**config.mk**
```make
export PLATFORM = sky130hd
export DESIGN_NAME = effect_avl_responder
export DESIGN_NICKNAME = d
export VERILOG_FILES = /design/src/rtl/ge_avl_pkg.sv /design/src/rtl/sample_fifo.sv /design/src/rtl/effect_avl_responder.sv
export SDC_FILE = /design/constraint.sdc
export NUM_CORES = 1
export LEC_CHECK = 0
export ABC_AREA = 1
export BUFFER_PORTS_ARGS = -buffer_cell sky130_fd_sc_hd__buf_4
export CAP_MARGIN = 20
export CORE_ASPECT_RATIO = 0.7
export CORE_MARGIN = 2
export CORE_UTILIZATION = 55
export DETAILED_ROUTE_END_ITERATION = 16
export PLACE_DENSITY = 0.72
export SLEW_MARGIN = 20
export SYNTH_ARGS = -nofsm -noshare
export SYNTH_HDL_FRONTEND = slang
export SYNTH_HIERARCHICAL = 1
export SYNTH_SLANG_ARGS = --single-unit
export TNS_END_PERCENT = 1
```
**constraint.sdc**
```tcl
create_clock -name clk500 -period 8.8 [get_ports clk500]
set_input_delay 0.88 -clock clk500 [delete_from_list [all_inputs] [get_ports clk500]]
set_output_delay 0.88 -clock clk500 [all_outputs]
set_load 0.01 [all_outputs]
```
**src/rtl/ge_avl_pkg.sv**
```systemverilog
// Shared definitions for the effect Avalon responder: register map, STATUS layout, response FSM.
// Latency: n/a (constants, types and a pure function only).
// Backpressure: n/a.
package ge_avl_pkg;

  // Register map (word addresses on avs_address)
  localparam logic [4:0] ADDR_GAIN   = 5'h01;
  localparam logic [4:0] ADDR_BOOST  = 5'h02;
  localparam logic [4:0] ADDR_STATUS = 5'h03;
  localparam logic [4:0] ADDR_OUTPUT = 5'h05;
  localparam logic [4:0] ADDR_INPUT  = 5'h06;

  // STATUS bit positions
  localparam int ST_CAP_EMPTY   = 0;
  localparam int ST_CAP_FULL    = 1;
  localparam int ST_PLAY_EMPTY  = 2;
  localparam int ST_PLAY_FULL   = 3;
  localparam int ST_CAP_OVF     = 4;
  localparam int ST_PLAY_OVF    = 5;
  localparam int ST_CAP_UNF     = 6;
  localparam int ST_BYPASS      = 7;
  localparam int ST_CAP_LVL_LO  = 8;
  localparam int ST_PLAY_LVL_LO = 16;

  // Read-response state: RESP is the cycle in which readdatavalid is shown
  typedef enum logic {
    S_IDLE = 1'b0,
    S_RESP = 1'b1
  } resp_state_e;

  // FIFO levels are up to 9 bits wide (DEPTH=256 gives 256); the STATUS field is 8 bits,
  // so a completely full 256-entry FIFO reports 255 instead of wrapping to 0.
  function automatic logic [7:0] sat_level(input logic [8:0] lvl);
    return (lvl > 9'd255) ? 8'hFF : lvl[7:0];
  endfunction

endpackage

```
**src/rtl/sample_fifo.sv**
```systemverilog
// Sample FIFO with wrap-around pointers; level spans 0..DEPTH inclusive.
// Latency: push visible at head/level the cycle after; head is combinational from storage.
// Backpressure: none; a push to a full FIFO is dropped unless a pop happens in the same cycle.
module sample_fifo #(
  parameter int DEPTH  = 16,
  parameter int DATA_W = 32,
  localparam int AW    = $clog2(DEPTH)
) (
  input  logic              clk500,
  input  logic              reset,
  input  logic              push,
  input  logic [DATA_W-1:0] push_data,
  input  logic              pop,
  output logic [DATA_W-1:0] head,
  output logic              full,
  output logic              empty,
  output logic [AW:0]       level
);

  logic [DATA_W-1:0] mem [DEPTH];
  logic [AW:0]       wr_ptr;
  logic [AW:0]       rd_ptr;
  logic              do_push;
  logic              do_pop;

  // A pop only happens when there is data; a push into a full FIFO is allowed only
  // when the head leaves in the same cycle (full implies non-empty, so the pop is real).
  assign do_pop  = pop && !empty;
  assign do_push = push && (!full || do_pop);

  // Extra MSB on the pointers distinguishes full from empty
  assign level = wr_ptr - rd_ptr;
  assign empty = (wr_ptr == rd_ptr);
  assign full  = (wr_ptr[AW] != rd_ptr[AW]) && (wr_ptr[AW-1:0] == rd_ptr[AW-1:0]);
  assign head  = mem[rd_ptr[AW-1:0]];

  // Pointer update; reset empties the FIFO and masks any concurrent push/pop
  always_ff @(posedge clk500) begin
    if (reset) begin
      wr_ptr <= '0;
      rd_ptr <= '0;
    end else begin
      if (do_push) wr_ptr <= wr_ptr + 1'b1;
      if (do_pop)  rd_ptr <= rd_ptr + 1'b1;
    end
  end

  // Sample storage; contents are don't-care while the pointers say empty
  always_ff @(posedge clk500) begin
    if (!reset && do_push) mem[wr_ptr[AW-1:0]] <= push_data;
  end

endmodule

```
**src/rtl/effect_avl_responder.sv**
```systemverilog
// Avalon-MM register responder for the distortion effect: gain/boost/bypass regs plus capture/playback sample FIFOs.
// Latency: avs_readdata/avs_readdatavalid exactly 1 cycle after avs_read; reads accepted every cycle.
// Backpressure: none on Avalon or capture (overflow/underflow are flagged sticky); playback honours play_ready.
module effect_avl_responder
  import ge_avl_pkg::*;
#(
  parameter int DEPTH  = 16,
  parameter int DATA_W = 32
) (
  input  logic              clk500,
  input  logic              reset,
  input  logic [4:0]        avs_address,
  input  logic              avs_read,
  input  logic              avs_write,
  input  logic [DATA_W-1:0] avs_writedata,
  output logic [DATA_W-1:0] avs_readdata,
  output logic              avs_readdatavalid,
  output logic [DATA_W-1:0] gain_o,
  output logic [DATA_W-1:0] boost_o,
  output logic              bypass_o,
  input  logic [DATA_W-1:0] cap_data,
  input  logic              cap_valid,
  output logic [DATA_W-1:0] play_data,
  output logic              play_valid,
  input  logic              play_ready
);

  localparam int AW = $clog2(DEPTH);

  resp_state_e       state_q;
  resp_state_e       state_d;
  logic [DATA_W-1:0] rdata_q;
  logic [DATA_W-1:0] rd_mux;
  logic [31:0]       status_word;

  logic              wr_acc;
  logic              cap_pop;
  logic              play_push;
  logic              play_pop;
  logic              cap_ovf_set;
  logic              play_ovf_set;
  logic              cap_unf_set;
  logic              status_wr;
  logic              cap_ovf_q;
  logic              play_ovf_q;
  logic              cap_unf_q;

  logic [DATA_W-1:0] cap_head;
  logic              cap_full;
  logic              cap_empty;
  logic [AW:0]       cap_level;
  logic              play_full;
  logic              play_empty;
  logic [AW:0]       play_level;

  // A simultaneous read and write services the read and drops the write
  assign wr_acc    = avs_write && !avs_read;
  assign status_wr = wr_acc && (avs_address == ADDR_STATUS);
  assign cap_pop   = avs_read && (avs_address == ADDR_INPUT);
  assign play_push = wr_acc && (avs_address == ADDR_OUTPUT);
  assign play_pop  = play_valid && play_ready;

  // Overflow only when full and the head is not leaving this cycle
  assign cap_ovf_set  = cap_valid && cap_full && !cap_pop;
  assign play_ovf_set = play_push && play_full && !play_pop;
  assign cap_unf_set  = cap_pop && cap_empty;

  sample_fifo #(.DEPTH(DEPTH), .DATA_W(DATA_W)) u_cap_fifo (
    .clk500    (clk500),
    .reset     (reset),
    .push      (cap_valid),
    .push_data (cap_data),
    .pop       (cap_pop),
    .head      (cap_head),
    .full      (cap_full),
    .empty     (cap_empty),
    .level     (cap_level)
  );

  sample_fifo #(.DEPTH(DEPTH), .DATA_W(DATA_W)) u_play_fifo (
    .clk500    (clk500),
    .reset     (reset),
    .push      (play_push),
    .push_data (avs_writedata),
    .pop       (play_pop),
    .head      (play_data),
    .full      (play_full),
    .empty     (play_empty),
    .level     (play_level)
  );

  assign play_valid = !play_empty;

  // Control registers: gain, boost and the bypass bit living in STATUS
  always_ff @(posedge clk500) begin
    if (reset) begin
      gain_o   <= '0;
      boost_o  <= '0;
      bypass_o <= 1'b0;
    end else if (wr_acc) begin
      if (avs_address == ADDR_GAIN)  gain_o   <= avs_writedata;
      if (avs_address == ADDR_BOOST) boost_o  <= avs_writedata;
      if (status_wr)                 bypass_o <= avs_writedata[ST_BYPASS];
    end
  end

  // Sticky error flags: write-1-to-clear, but a same-cycle set wins over the clear
  always_ff @(posedge clk500) begin
    if (reset) begin
      cap_ovf_q  <= 1'b0;
      play_ovf_q <= 1'b0;
      cap_unf_q  <= 1'b0;
    end else begin
      cap_ovf_q  <= (cap_ovf_q  && !(status_wr && avs_writedata[ST_CAP_OVF]))  || cap_ovf_set;
      play_ovf_q <= (play_ovf_q && !(status_wr && avs_writedata[ST_PLAY_OVF])) || play_ovf_set;
      cap_unf_q  <= (cap_unf_q  && !(status_wr && avs_writedata[ST_CAP_UNF]))  || cap_unf_set;
    end
  end

  // Assemble the STATUS word from live FIFO flags, sticky bits and levels
  always_comb begin
    status_word = '0;
    status_word[ST_CAP_EMPTY]            = cap_empty;
    status_word[ST_CAP_FULL]             = cap_full;
    status_word[ST_PLAY_EMPTY]           = play_empty;
    status_word[ST_PLAY_FULL]            = play_full;
    status_word[ST_CAP_OVF]              = cap_ovf_q;
    status_word[ST_PLAY_OVF]             = play_ovf_q;
    status_word[ST_CAP_UNF]              = cap_unf_q;
    status_word[ST_BYPASS]               = bypass_o;
    status_word[ST_CAP_LVL_LO  +: 8]     = sat_level(9'(cap_level));
    status_word[ST_PLAY_LVL_LO +: 8]     = sat_level(9'(play_level));
  end

  // Read data select; unmapped and write-only addresses read as zero
  always_comb begin
    rd_mux = '0;
    case (avs_address)
      ADDR_GAIN:   rd_mux = gain_o;
      ADDR_BOOST:  rd_mux = boost_o;
      ADDR_STATUS: rd_mux = DATA_W'(status_word);
      ADDR_INPUT:  rd_mux = cap_empty ? '0 : cap_head;
      default:     rd_mux = '0;
    endcase
  end

  // Read data is captured on the read cycle and presented the next
  always_ff @(posedge clk500) begin
    if (reset)         rdata_q <= '0;
    else if (avs_read) rdata_q <= rd_mux;
  end

  assign avs_readdata = rdata_q;

  // Response FSM state register
  always_ff @(posedge clk500) begin
    if (reset) state_q <= S_IDLE;
    else       state_q <= state_d;
  end

  // Response FSM next state: every accepted read produces one RESP cycle
  always_comb begin
    state_d = state_q;
    case (state_q)
      S_IDLE:  state_d = avs_read ? S_RESP : S_IDLE;
      S_RESP:  state_d = avs_read ? S_RESP : S_IDLE;
      default: state_d = S_IDLE;
    endcase
  end

  // Response FSM output: a reset arriving mid-transaction suppresses the pending valid
  always_comb begin
    avs_readdatavalid = (state_q == S_RESP) && !reset;
  end

endmodule

```
# After elaboration in Yosys (flattened, before gate mapping)

Memory sizes are Yosys's and may differ from the RTL's. A register that Yosys moved wholly into a read port is not among the register bits.
Index checks and enable logic that the tools add are counted.

Register bits after elaboration: 121
Memory bits (writable): 1024
Output and inout port bits: 131
Word-level logic and storage cells: 86
Memories kept: 2

Add/subtract/negate cells: 6
Equality and inequality tests: 11
Multiplexer cells: 11
Reduce and logical (&&, ||, !) cells: 44

Memory list:

| name            | words | bits a word | read ports | clocked after memory_dff | wr ports | line              | text |
|---|---|---|---|---|---|---|---|
| u_cap_fifo.mem  | 16    | 32          | 1          | 1                        | 1        | sample_fifo.sv:20 | `logic [DATA_W-1:0] mem [DEPTH];` |
| u_play_fifo.mem | 16    | 32          | 1          | 1                        | 1        | sample_fifo.sv:20 |  |

Operator list:

| cell                                                            | number |
|---|---|
| 32-bit case mux with 4 select lines                             | 1 |
| 32-bit 2-to-1 mux                                               | 1 |
| 1-bit logical AND                                               | 25 |
| 5-bit by 1-bit adder with 5-bit output, second input constant   | 4 |
| 4-bit 2-to-1 mux                                                | 4 |
| 1-bit logical NOT                                               | 11 |
| 5-bit by 2-bit == test with 1-bit output, second input constant | 2 |
| 5-bit by 3-bit == test with 1-bit output, second input constant | 2 |
| 5-bit == test                                                   | 2 |
| 5-bit subtractor                                                | 2 |
| 4-bit == test                                                   | 2 |
| 2-bit AND reduction                                             | 3 |
| 5-bit by 1-bit == test with 1-bit output, second input constant | 1 |
| 1-bit logical OR                                                | 5 |
| 1-bit 2-to-1 mux                                                | 5 |
| 1-bit inequality test                                           | 2 |

# Logic depth before layout (Yosys ltp)

Depth in word-level cells: 9
Gate-level depth with buffers: 17

# Modules after synthesis

The synthesis kept the hierarchy.

By module, submodules not included:

| module               | instances | cells each | area each (µm²) | sequential area each (µm²) |
|---|---|---|---|---|
| sample_fifo          | 2         | 1927       | 21725.8         | 15655.0 |
| effect_avl_responder | 1         | 687        | 4665.7          | 2021.9 |

# Worst setup path before layout

No wires, ideal clock.

Kind: input-to-reg
From: input port avs_address[1]
To: memory u_play_fifo.mem[10][0] (enable)
Setup time: 0.421 ns
Arrival: 3.678 ns
Required time: 8.379 ns
Setup slack: 4.701 ns
Cell stages on the path: 10
Path buffers: 3
Cells stage by stage: buf_2 nor2_2 buf_2 nand2_1 nor2_1 nand2_1 inv_2 nand2_4 buf_6 nor2_1

Word-level cells in the longest chain between the ends: 6

Ends and longest elaborated chain:

| what                                     | line                       | text |
|---|---|---|
| from (decl)                              | effect_avl_responder.sv:12 | `input logic [4:0] avs_address,` |
| 5-bit by 3-bit == test with 1-bit output | effect_avl_responder.sv:60 | `assign play_push = wr_acc && (avs_address == ADDR_OUTPUT);` |
| 1-bit logical AND                        | effect_avl_responder.sv:60 |  |
| named net play_push                      | effect_avl_responder.sv:38 | `logic play_push;` |
| 1-bit logical AND                        | sample_fifo.sv:29          | `assign do_push = push && (!full \|\| do_pop);` |
| 1-bit logical AND                        | sample_fifo.sv:50          | `if (!reset && do_push) mem[wr_ptr[AW-1:0]] <= push_data;` |
| 1-bit 2-to-1 mux                         | sample_fifo.sv:50          |  |
| 1-bit 2-to-1 mux (not written as such)   | sample_fifo.sv:50          |  |
| to (decl)                                | sample_fifo.sv:20          |  |

The timed path passes the listed nets, and every way through them passes these cells.

==> flow_summary.json <==
{
  "cts.repair.resized": 0,
  "worstSetupEndpointType": "output port",
  "pre_cts_ws_ns": 4.31,
  "detailed_route_via_count": 33700,
  "synth_seq_cells": 1153,
  "synthesis_to_layout_area_growth_pct": 13.4,
  "timing.reg2reg.setup_slack_ns": 4.99,
  "syn_nets": 4636,
  "tritoncts": "done",
  "synth-adder-area-share_pct": 0.551,
  "globalplace.congestion": 0.951,
  "post_synth_simple_gate_area_pct": 20.5,
  "worst_r2r_endpoint": "avs_readdata[12]$_SDFFE_PP0P_",
  "port-buffer-count": 205,
  "run_status": "completed",
  "drc_errors": 0,
  "post_synth_xor_area_fraction_pct": 0.182,
  "hold_crit_path_type": "reg -> reg",
  "final_clock_period_utilization_by_the_worst_path_pct": 53.0,
  "crit_family": "buffers and inverters",
  "dieHeight_um": 251,
  "setup-tns-final_ns": 0,
  "multiInputGateArea_sq_um": 12700,
  "compound_cell_area_share_of_the_yosys_netlist_pct": 4.65,
  "slew-limit-headroom_pct": 26.1,
  "critical_path.cell_chain": "buf_4, buf_4, buf_16, nor2_1, nor2_1, o21ai_0, nand3_1, nand3_1, nand2_1, buf_4",
  "min-delay-start": "avs_readdata[31]$_SDFFE_PP0P_",
  "largest_net_degree_at_the_start_of_global_routing": 176,
  "ys_seq_area_share_pct": 69.3,
  "cts-buffers-inserted": 107,
  "synth_area_leader_cell": "sky130_fd_sc_hd__edfxtp_1",
  "cts.htree.levels": 3,
  "initial_core_util_pct": 55.7,
  "layout.filler_cells": 6625,
  "detailed_place_hpwl_mm": 74.5,
  "final_period_minus_worst_setup_slack_ns": 4.67,
  "vdd_drop_max_mv": 0.164,
  "netlist_area_sq_um": 48100,
  "die_w_um": 358,
  "first_global_vias": 30800,
  "finClkSkew_ns": 0.0334,
  "peak_fanout_along_the_critical_path": 80,
  "cells_after_dpl": 5669,
  "critical-path-top-cell-by-count": "sky130_fd_sc_hd__buf_4",
  "clkLatencyLatePin_ns": 0.70,
  "totalWireLength_mm": 124,
  "slew_viol_final": 0,
  "antenna_left": 0,
  "number_of_antenna_violations_at_the_first_check_in_global_routing": 3,
  "critPathArrivalTime_ns": 3.79,
  "clkSinkCount": 1153,
  "post_cts.repair.setup_buffers": 0,
  "setup.worst_path.start_class": "flop",
  "detailedRoute.firstIterationViolations": 4596,
  "finalWorstSetupSlack_ns": 4.13,
  "io_pins": 206,
  "synthCells": 4541,
  "setup_repair_after_global_routing_missed_its_margin": "no",
  "max_freq_mhz": 214,
  "final-hold-violation-count": 0,
  "antennaDiodeCount": 0,
  "holdPathStages": 2,
  "grt.total_usage_pct": 27.3,
  "drive_above_1_share_pct": 10.5,
  "routed_via_density": 5.72,
  "dr.pass1.iters": 7,
  "die-area_sq_um": 89900,
  "row_count": 90,
  "nets": 4736,
  "max_stage_delay_ns": 0.70,
  "detail_routed_net_length_per_standard_cell_um": 21.1,
  "post_cts_hold_buffer_count": 0,
  "total_leakage_power_nw": 20.6,
  "netlist.area_leader.share_pct": 63.9,
  "power_density_nw_per_um2": 201,
  "ctsLongestPathBuffers": 3,
  "post-route-util_pct": 63.2,
  "yosys_synthesis_warning_count": 6,
  "grt_overflow": 0,
  "clock_pin_slew_worst_setup_and_hold_paths_ns": 0.06,
  "ctsRootBufferMaster": "sky130_fd_sc_hd__clkbuf_16",
  "critPathKind": "reg -> out",
  "synth_cell_types": 30,
  "syn_avg_cell_area_sq_um": 10.6,
  "cp.buffers_inverters": 4,
  "regArea_sq_um": 33300,
  "required_ns": 7.92,
  "synth.top_cells.by_area": "sky130_fd_sc_hd__edfxtp_1, sky130_fd_sc_hd__nand2_1, sky130_fd_sc_hd__dfxtp_1",
  "floorplan.core_area_sq_um": 86400,
  "synth_top_family_by_area": "simple AND/OR/NAND/NOR gates",
  "setup_viol_count_final": 0,
  "max-cap-violations": 0,
  "instances_no_fill": 5883,
  "r2r.worst_path.cells": 13,
  "timing_worst_slew_pin_value_ns": 1.11,
  "hold-path-endpoint": "avs_readdata[31]$_SDFFE_PP0P_",
  "crit_path_top_delay_cell": "sky130_fd_sc_hd__buf_4",
  "synthMuxAreaShare_pct": 0,
  "grt_first_pass_wirelength_mm": 186
}
-- how the worst max path moves through the flow --
stage	from	to	slack, ns	cells after the start
floorplan	avs_address[1]	u_play_fifo/mem[10][0]$_DFFE_PP_	4.70	10
global placement	avs_address[4]	u_cap_fifo/mem[11][17]$_DFFE_PP_	4.39	13
detailed placement	avs_address[4]	u_cap_fifo/mem[3][16]$_DFFE_PP_	4.31	13
CTS	flop	play_data[22]	3.95	9
global route	flop	play_data[25]	3.92	10
finish	flop	play_data[25]	4.13	10
-- sequential cells by signal, summed over array words and instances, names as in the netlist, named ones only --
| signal | flops |
|---|---|
| u_cap_fifo/rd_ptr | 5 |
| bypass_o | 1 |
| cap_unf_q | 1 |
| u_cap_fifo/wr_ptr | 5 |
| boost_o | 32 |
| avs_readdata | 32 |
| u_play_fifo/mem | 512 |
| play_ovf_q | 1 |
| gain_o | 32 |
| u_cap_fifo/mem | 512 |
| u_play_fifo/wr_ptr | 5 |
| state_q | 1 |
| cap_ovf_q | 1 |
| u_play_fifo/rd_ptr | 5 |
-- layout by cell type (no fill, tap or decap), drive strengths merged --
cell type,Yosys,routed
clkbuf,106,131
clkinvlp,0,4
xor2,8,8
a21oi,110,110
clkinv,0,49
fa,2,2
nand3,515,515
buf,164,261
xnor2,2,2
o21a,2,2
a211oi,6,6
o21ai,193,193
nand3b,2,2
nor2,429,429
ha,18,18
dfxtp,129,129
o211ai,88,88
nand4,63,63
nand2,1383,1383
bufinv,0,12
nor3,3,3
inv,294,299
edfxtp,1024,1024
-- cell families (layout without fill, tap and decap cells) --
| logic type | Yosys count | after routing |
|---|---|---|
| AND/OR/NAND/NOR | 2395 | 2395 |
| flip-flops | 1153 | 1153 |
| buffers and inverters | 564 | 756 |
| adder cells (fa/ha/maj) | 20 | 20 |
| AO/OA/AOI/OAI | 399 | 399 |
| XOR/XNOR | 10 | 10 |
-- routing by layer --
| metal | track usage [%] | routed length [um] |
|---|---|---|
| met3 | 6.65 | 14000 |
| met2 | 37.9 | 51800 |
| met5 | 1.19 | 163 |
| met1 | 42.7 | 55000 |
| met4 | 7.45 | 2980 |
-- synth_stat cells, drive strengths merged --
cell	instances
a211oi	6
xnor2	2
edfxtp	1024
nand4	63
a21oi	110
nor2	429
o211ai	88
nand3b	2
nand2	1383
clkbuf	106
fa	2
o21a	2
dfxtp	129
ha	18
nor3	3
nand3	515
xor2	8
buf	164
o21ai	193
inv	294
-- worst min-delay path, stage by stage, from the launching register on --
cell	delay, ns
sky130_fd_sc_hd__dfxtp_1	0.31
sky130_fd_sc_hd__nand2_1	0.06
sky130_fd_sc_hd__a21oi_1	0.05
-- stage by stage --
stage	power (mW)	hold WS, ns	area (sq um)
global route	11.2	0.467	54500
detailed placement	6.35	0.461	50600
CTS	11.0	0.451	54200
finish	11.0	0.470	54500
floorplan	6.19	0.449	48100
global placement	6.35	0.453	50400
-- final cells by class --
cell class | count | area share [%]
clock buffer | 131 | 5.32
clock inverter | 70 | 1.27
inverter | 294 | 2.06
multi-input combinational | 2824 | 23.3
sequential | 1153 | 61.1
tap | 1150 | 2.64
timing repair buffer | 261 | 4.28
-- power breakdown --
part | switching (mW) | internal [mW]
Clock | 2.02 | 2.70
Combinational | 0.205 | 0.0591
Sequential | 0.00860 | 5.97
Total | 2.23 | 8.73
Note: power is estimated with default switching activity, not from simulation.
